### src/rtl/instr_fetch_stage.sv
// rtl/instr_fetch_stage.sv - PC register, next-PC select and IF/ID pipeline register
// Branch redirects take priority over stall and flush IF/ID to a single bubble.
module instr_fetch_stage #(
  parameter int unsigned                PC_WIDTH  = 64,
  parameter logic [PC_WIDTH-1:0]        RESET_PC  = '0,
  parameter int unsigned                CNT_WIDTH = 16
) (
  input  logic                 clk,
  input  logic                 reset,
  input  logic                 stall,
  input  logic                 Branch,
  input  logic                 UncondBr,
  input  logic [PC_WIDTH-1:0]  br_pc,
  input  logic [25:0]          br_imm26,
  output logic [PC_WIDTH-1:0]  imem_addr,
  input  logic [31:0]          imem_data,
  output logic [31:0]          if_instr,
  output logic [PC_WIDTH-1:0]  if_pc,
  output logic                 if_valid,
  output logic [10:0]          opcode_Instr,
  output logic [CNT_WIDTH-1:0] redirect_cnt
);

  localparam logic [PC_WIDTH-1:0]  PC_STEP = PC_WIDTH'(4);
  localparam logic [CNT_WIDTH-1:0] CNT_ONE = CNT_WIDTH'(1);

  logic [PC_WIDTH-1:0] pc;
  logic [PC_WIDTH-1:0] imm_se;
  logic [PC_WIDTH-1:0] br_target;

  // B uses the full imm26; CBZ / B.cond carry imm19 in bits [23:5].
  always_comb begin
    imm_se = '0;
    if (UncondBr)
      imm_se = {{(PC_WIDTH-26){br_imm26[25]}}, br_imm26};
    else
      imm_se = {{(PC_WIDTH-19){br_imm26[23]}}, br_imm26[23:5]};
    br_target = br_pc + {imm_se[PC_WIDTH-3:0], 2'b00};
  end

  always_ff @(posedge clk or posedge reset) begin
    if (reset) begin
      pc           <= RESET_PC;
      if_instr     <= '0;
      if_pc        <= '0;
      if_valid     <= 1'b0;
      redirect_cnt <= '0;
    end else if (Branch) begin
      pc       <= br_target;
      if_instr <= '0;
      if_pc    <= '0;
      if_valid <= 1'b0;
      if (redirect_cnt != '1)
        redirect_cnt <= redirect_cnt + CNT_ONE;
    end else if (!stall) begin
      if_instr <= imem_data;
      if_pc    <= pc;
      if_valid <= 1'b1;
      pc       <= pc + PC_STEP;
    end
  end

  assign imem_addr    = pc;
  assign opcode_Instr = if_valid ? if_instr[31:21] : 11'h000;

endmodule

### config.mk
export PLATFORM = sky130hd
export DESIGN_NAME = instr_fetch_stage
export DESIGN_NICKNAME = d
export VERILOG_FILES = /design/src/rtl/instr_fetch_stage.sv
export SDC_FILE = /design/constraint.sdc
export NUM_CORES = 1
export LEC_CHECK = 0
export ABC_AREA = 1
export CORE_MARGIN = 3
export CORE_UTILIZATION = 48
export CTS_CLUSTER_DIAMETER = 150
export CTS_CLUSTER_SIZE = 20
export DETAILED_ROUTE_END_ITERATION = 8
export PLACE_DENSITY = 0.87
export SYNTH_ARGS = -nofsm -noshare
export SYNTH_HDL_FRONTEND = slang
export SYNTH_SLANG_ARGS = --single-unit
### constraint.sdc
create_clock -name clk -period 7.45 [get_ports clk]
set_input_delay 0.745 -clock clk [delete_from_list [all_inputs] [get_ports clk]]
set_output_delay 0.745 -clock clk [all_outputs]
set_load 0.05 [all_outputs]
After elaboration in Yosys (flattened, before gate mapping)
Cells that the tools add are included.
{ "totals": {"romBits": 0, "mem_bits_rw": 0, "register_bits": 177, "inputBits": 127, "memories": 0, "latch_bits": 0} }
{ "op_classes": {"mux": 10, "div": 0, "n_lt_le_gt_ge": 0, "add_sub_neg": 3, "multipliers": 0, "shift": 0, "n_reduce_logical": 1, "n_eq_ne": 2, "bitwise": 0} }
{ "ops": {"columns": ["op", "n"], "rows": [
  ["two-way mux 64 bit", 4],
  ["adder 64 x 3 -> 64 bit, second input constant", 1],
  ["adder 64 bit", 1],
  ["two-way mux 32 bit", 2],
  ["two-way mux 62 bit", 1],
  ["adder 16 x 1 -> 16 bit, second input constant", 1],
  ["!= test 16 bit, second input constant", 1],
  ["two-way mux 11 bit", 1],
  ["two-way mux 1 bit", 2],
  ["!= test 2 x 1 -> 1 bit, second input constant", 1],
  ["AND reduction 2 bit", 1]
]} }

Depth between registers and ports, before layout
{ "depth": {"ltp_word": 3, "depth_mapped": 22, "depth_no_buf": 20} }

Worst setup path after synthesis
OpenSTA, ideal clock, no wires.
{ "synth_path": {"path_type": "input to register", "from": "in UncondBr", "to": "reg pc[59] (netlist: imem_addr[59])", "required_time_ns": 7.337, "setup_slack_ns": 3.828, "cell_stages": 14, "setup_time_ns": 0.113, "arrival_time_ns": 3.509, "path_buffers": 1, "path_cell_list": "clkbuf_1 -> clkinv_1 -> nand2_1 -> nand2_1 -> ha_1 -> nand2_1 -> nor2_1 -> nand2_1 -> nor4_1 -> nand2_1 -> nand3_1 -> nand3_1 -> nand2_1 -> inv_1"} }
{ "synth_between": {"elab_chain_len": 3} }
{ "synth_rtl": {"columns": ["item", "line", "source"], "rows": [
  ["start, declared", "12", "input logic UncondBr,"],
  ["two-way mux 62 bit", "34", "if (UncondBr)"],
  ["adder 64 bit", "38", "br_target = br_pc + {imm_se[PC_WIDTH-3:0], 2'b00};"],
  ["two-way mux 64 bit", "48", "end else if (Branch) begin"],
  ["end signal, assigned", "49", "pc <= br_target;"],
  ["end signal, assigned", "59", "pc <= pc + PC_STEP;"],
  ["end, declared", "27", "logic [PC_WIDTH-1:0] pc;"]
]} }
Every way passes these cells.
A chain may end at the register's enable or synchronous reset.

Final worst setup path
{ "layout_path": {"from": "in UncondBr", "to": "reg pc[54] (netlist: imem_addr[54])"} }
Same word-level chain as after synthesis.

==> results by group <==
Power
  – P_leak: 9.50 nW
  – Worst vdd ir: 0.175 mV
  – PwrDens: 212 nW/um2

Clock tree
  – Clock root cell: clkbuf_16
  – Post-CTS setup buffers: 0
  – Maximum clock path buffer count: 2
  – H-tree levels: 4
  – Clk_lat worst skew: 0.45 ns
  – Total CTS buffers: 17
  – Post_cts resized: 0
  – CTS tree: built
  – CTS Hold Bufs: 0
  – Clock slew at reported path FFs: 0.07 ns
  – Sink Count: 177

Layout
  – Layout cells sized above 1: 0.0288
  – P&R area growth vs syn: 28.4%
  – Post-route cell area: 18500 um2
  – Nets: 2817

Placement
  – Final HPWL DP: 46.7 mm
  – Total placed instance area: 18000 um2
  – IO Port Bufs: 314
  – Routability congestion estimate: 0.955

Drt
  – Vias/cell: 5.58
  – DRC: 0
  – Routed Antenna Nets: 0
  – Drt first pass iters: 6
  – WL final: 58.1 mm
  – Via count: 16900
  – Initial DRC count: 1648
  – Per-cell routed wire length: 19.2 um

GRT
  – Antenna violations before repair: 1
  – First-pass GRT wire length: 87.8 mm
  – All-layer global routing usage: 0.354
  – Grt ovf: 0
  – Largest net degree at the start of global routing: 65
  – Vias in the first global route: 15900

Setup path
  – Worst setup SP type: input port
  – Critical Path RT: 7.79 ns
  – CP Capture Type: register
  – Max incr delay on CP: 0.95 ns
  – Crit-path leading delay family: simple AND/OR/NAND/NOR gates
  – Crit path cell chain: clkdlybuf4s50_1, clkinv_1, nand2_1, nand2_1, buf_4, ha_1, nand2_1, nor2_1, inv_1, nor3_1, nand2_1, nor2_1, nand2_1, nand3_1, nand3_1, nand2_1, inv_1
  – Worst Reg2Reg Path Length in Cells: 11
  – Crit Path Class: in -> reg
  – Worst Path Arrival: 5.14 ns
  – Max stage delay cell, worst path: clkdlybuf4s50_1
  – Crit path max fanout: 37
  – WP depth: 17
  – CP bufs+invs: 5
  – CP dominant cell by count: nand2_1

Synth
  – Synth async-reset ratio: 1.00
  – Post-synth top area share: 0.307
  – Ys flop type: dfrtp_1
  – Syn Area/Cell: 6.19 um2
  – Post-synthesis sequential area ratio: 0.307
  – Synth Area in XOR/XNOR: 0.0188
  – Area leader, netlist: dfrtp_1
  – Post-synth EDFFs: 0
  – Synth top cells by count: nand2_1 (750), inv_1 (417), nor2_1 (201), dfrtp_1 (177), nand3_1 (160)
  – Most frequent cell after synthesis: nand2_1
  – Synth Area in Adders: 0.0561
  – Synth warnings: 0
  – Complex-gate fraction of the synthesized area: 0.134
  – Multiplexer share of the synthesized area: 0
  – Largest family of logic cells by synthesized area: simple AND/OR/NAND/NOR gates
  – Post-synth cell types: 40
  – Syn Nets: 2521
  – Synth Area in Simple Gates: 0.361
  – Top post-synthesis cells by area: dfrtp_1 (31%), nand2_1 (20%), inv_1 (11%)
  – Synth Cell Area: 14400 um2
  – Cells after Synth: 2330
  – Synthesis-stage register bit count: 177

Outcome
  – Outcome: completed

Die
  – Die H: 179 um
  – Core area: 29200 um2
  – Die width: 179 um
  – Rows: 62
  – Initial core utilization: 0.494
  – Ports: 315
  – Die area: 32200 um2

STA
  – Slew Limit Fails: 0
  – Final hold viol count: 0
  – Slew @ Worst Pin: 0.880 ns
  – RSZ-0062 raised after global routing: no
  – Minimum clock period: 4.80 ns
  – Clk_skew: 0.0122 ns
  – Worst rel slew slack: 0.414
  – Final Cycle Share: 0.645
  – # setup viols final: 0
  – Setup TNS: 0 ns
  – Fmax: 208 MHz

Min path
  – Hold depth: 2
  – Worst hold path type: reg -> reg

Flow run
  – Max cap viols: 0
-- tightest hold or removal path: cells and delay by family, from the launching register on --
family	cells	cell delay, ns
AO/OA/AOI/OAI	1	0.06
flip-flops	1	0.34
AND/OR/NAND/NOR	1	0.05
-- routing by layer --
metal	global-route usage	routed length, um
met1	0.461	23600
met2	0.576	26100
met3	0.0597	5580
met4	0.164	2860
met5	0	0
-- report_power, final --
| group | switching, mW | internal, mW | leakage (nW) |
|---|---|---|---|
| sequential | 0.159 | 1.09 | 2.24 |
| combinational | 1.26 | 0.554 | 6.99 |
| clock | 0.407 | 0.459 | 0.268 |
| total | 1.82 | 2.10 | 9.50 |
-- through the flow --
step                      worst slack [ns]  instances   util  power [mW]  hold WS (ns)
after global placement                2.38       2991  0.616        3.01         0.465
after global routing                  2.25       3024  0.635        4.11         0.504
after floorplan                       1.90       2330      -        2.36         0.773
after detailed placement              2.26       2991  0.616        3.03         0.472
after CTS                             2.72       3023  0.635        3.89         0.488
final                                 2.65       3024  0.635        3.92         0.484
-- worst paths after layout --
path,end,startpoint,slack (ns)
worst max-delay path,imem_addr[54]$_DFFE_PP0N_,UncondBr,2.65
worst min-delay path,if_pc[1]$_DFFE_PP0N_,if_pc[1]$_DFFE_PP0N_,0.48
worst max register to register,imem_addr[50]$_DFFE_PP0N_,imem_addr[3]$_DFFE_PP0N_,4.76
worst min register to register,if_pc[1]$_DFFE_PP0N_,if_pc[1]$_DFFE_PP0N_,0.48
max in group asynchronous,imem_addr[4]$_DFFE_PP0N_,reset,5.42
min in group asynchronous,redirect_cnt[13]$_DFFE_PP0P_,reset,0.70
-- area by class of cell --
type                       count  area [um2]
clock inverter                12        95.1
clock buffer                  20         467
multi-input combinational   1682        8230
sequential                   177        4430
antenna                        1        2.50
tap                          384         480
timing repair buffer         326        3230
fill                        2696       10700
inverter                     422        1590
-- cell families (layout without fill, tap and decap cells) --
logic type	Yosys count	after routing
compound gates	345	345
xor+xnor	31	31
fa+ha+maj	64	64
buf+inv	471	780
flops	177	177
other cells	0	1
simple gates	1242	1242
-- flip-flops by register name, summed over array words and instances (netlist names) --
name and flops:
if_instr 32, imem_addr 64, if_valid 1, redirect_cnt 16, if_pc 64
-- cell usage in the layout, fill, tap and decap left out, types with 2 or more instances in the layout --
cell type        count
a31oi_1              7
or2_2                5
clkinv_2             2
clkinvlp_4           4
nor3_1              44
clkinv_1             2
nand2_1            750
dfrtp_1            177
a22o_1              33
and2_1               3
a21oi_1            111
o31ai_1              6
inv_1              416
clkbuf_8             3
o21ai_1              5
and3_1               3
nor4_1              10
nand2_2              2
xnor2_1              9
clkdlybuf4s50_1    313
nand3_1            160
o21ai_0            159
nand3b_1             3
a22oi_1              7
inv_2                3
inv_6                5
nor2_1             199
ha_1                63
clkbuf_16           17
o21bai_1            12
nand4_1             43
xor2_1              22
nand3_2              4
nor2_2               6
nor2_4               6
buf_4               12
nor3_2               3
Power figures use the tool's default switching activity.
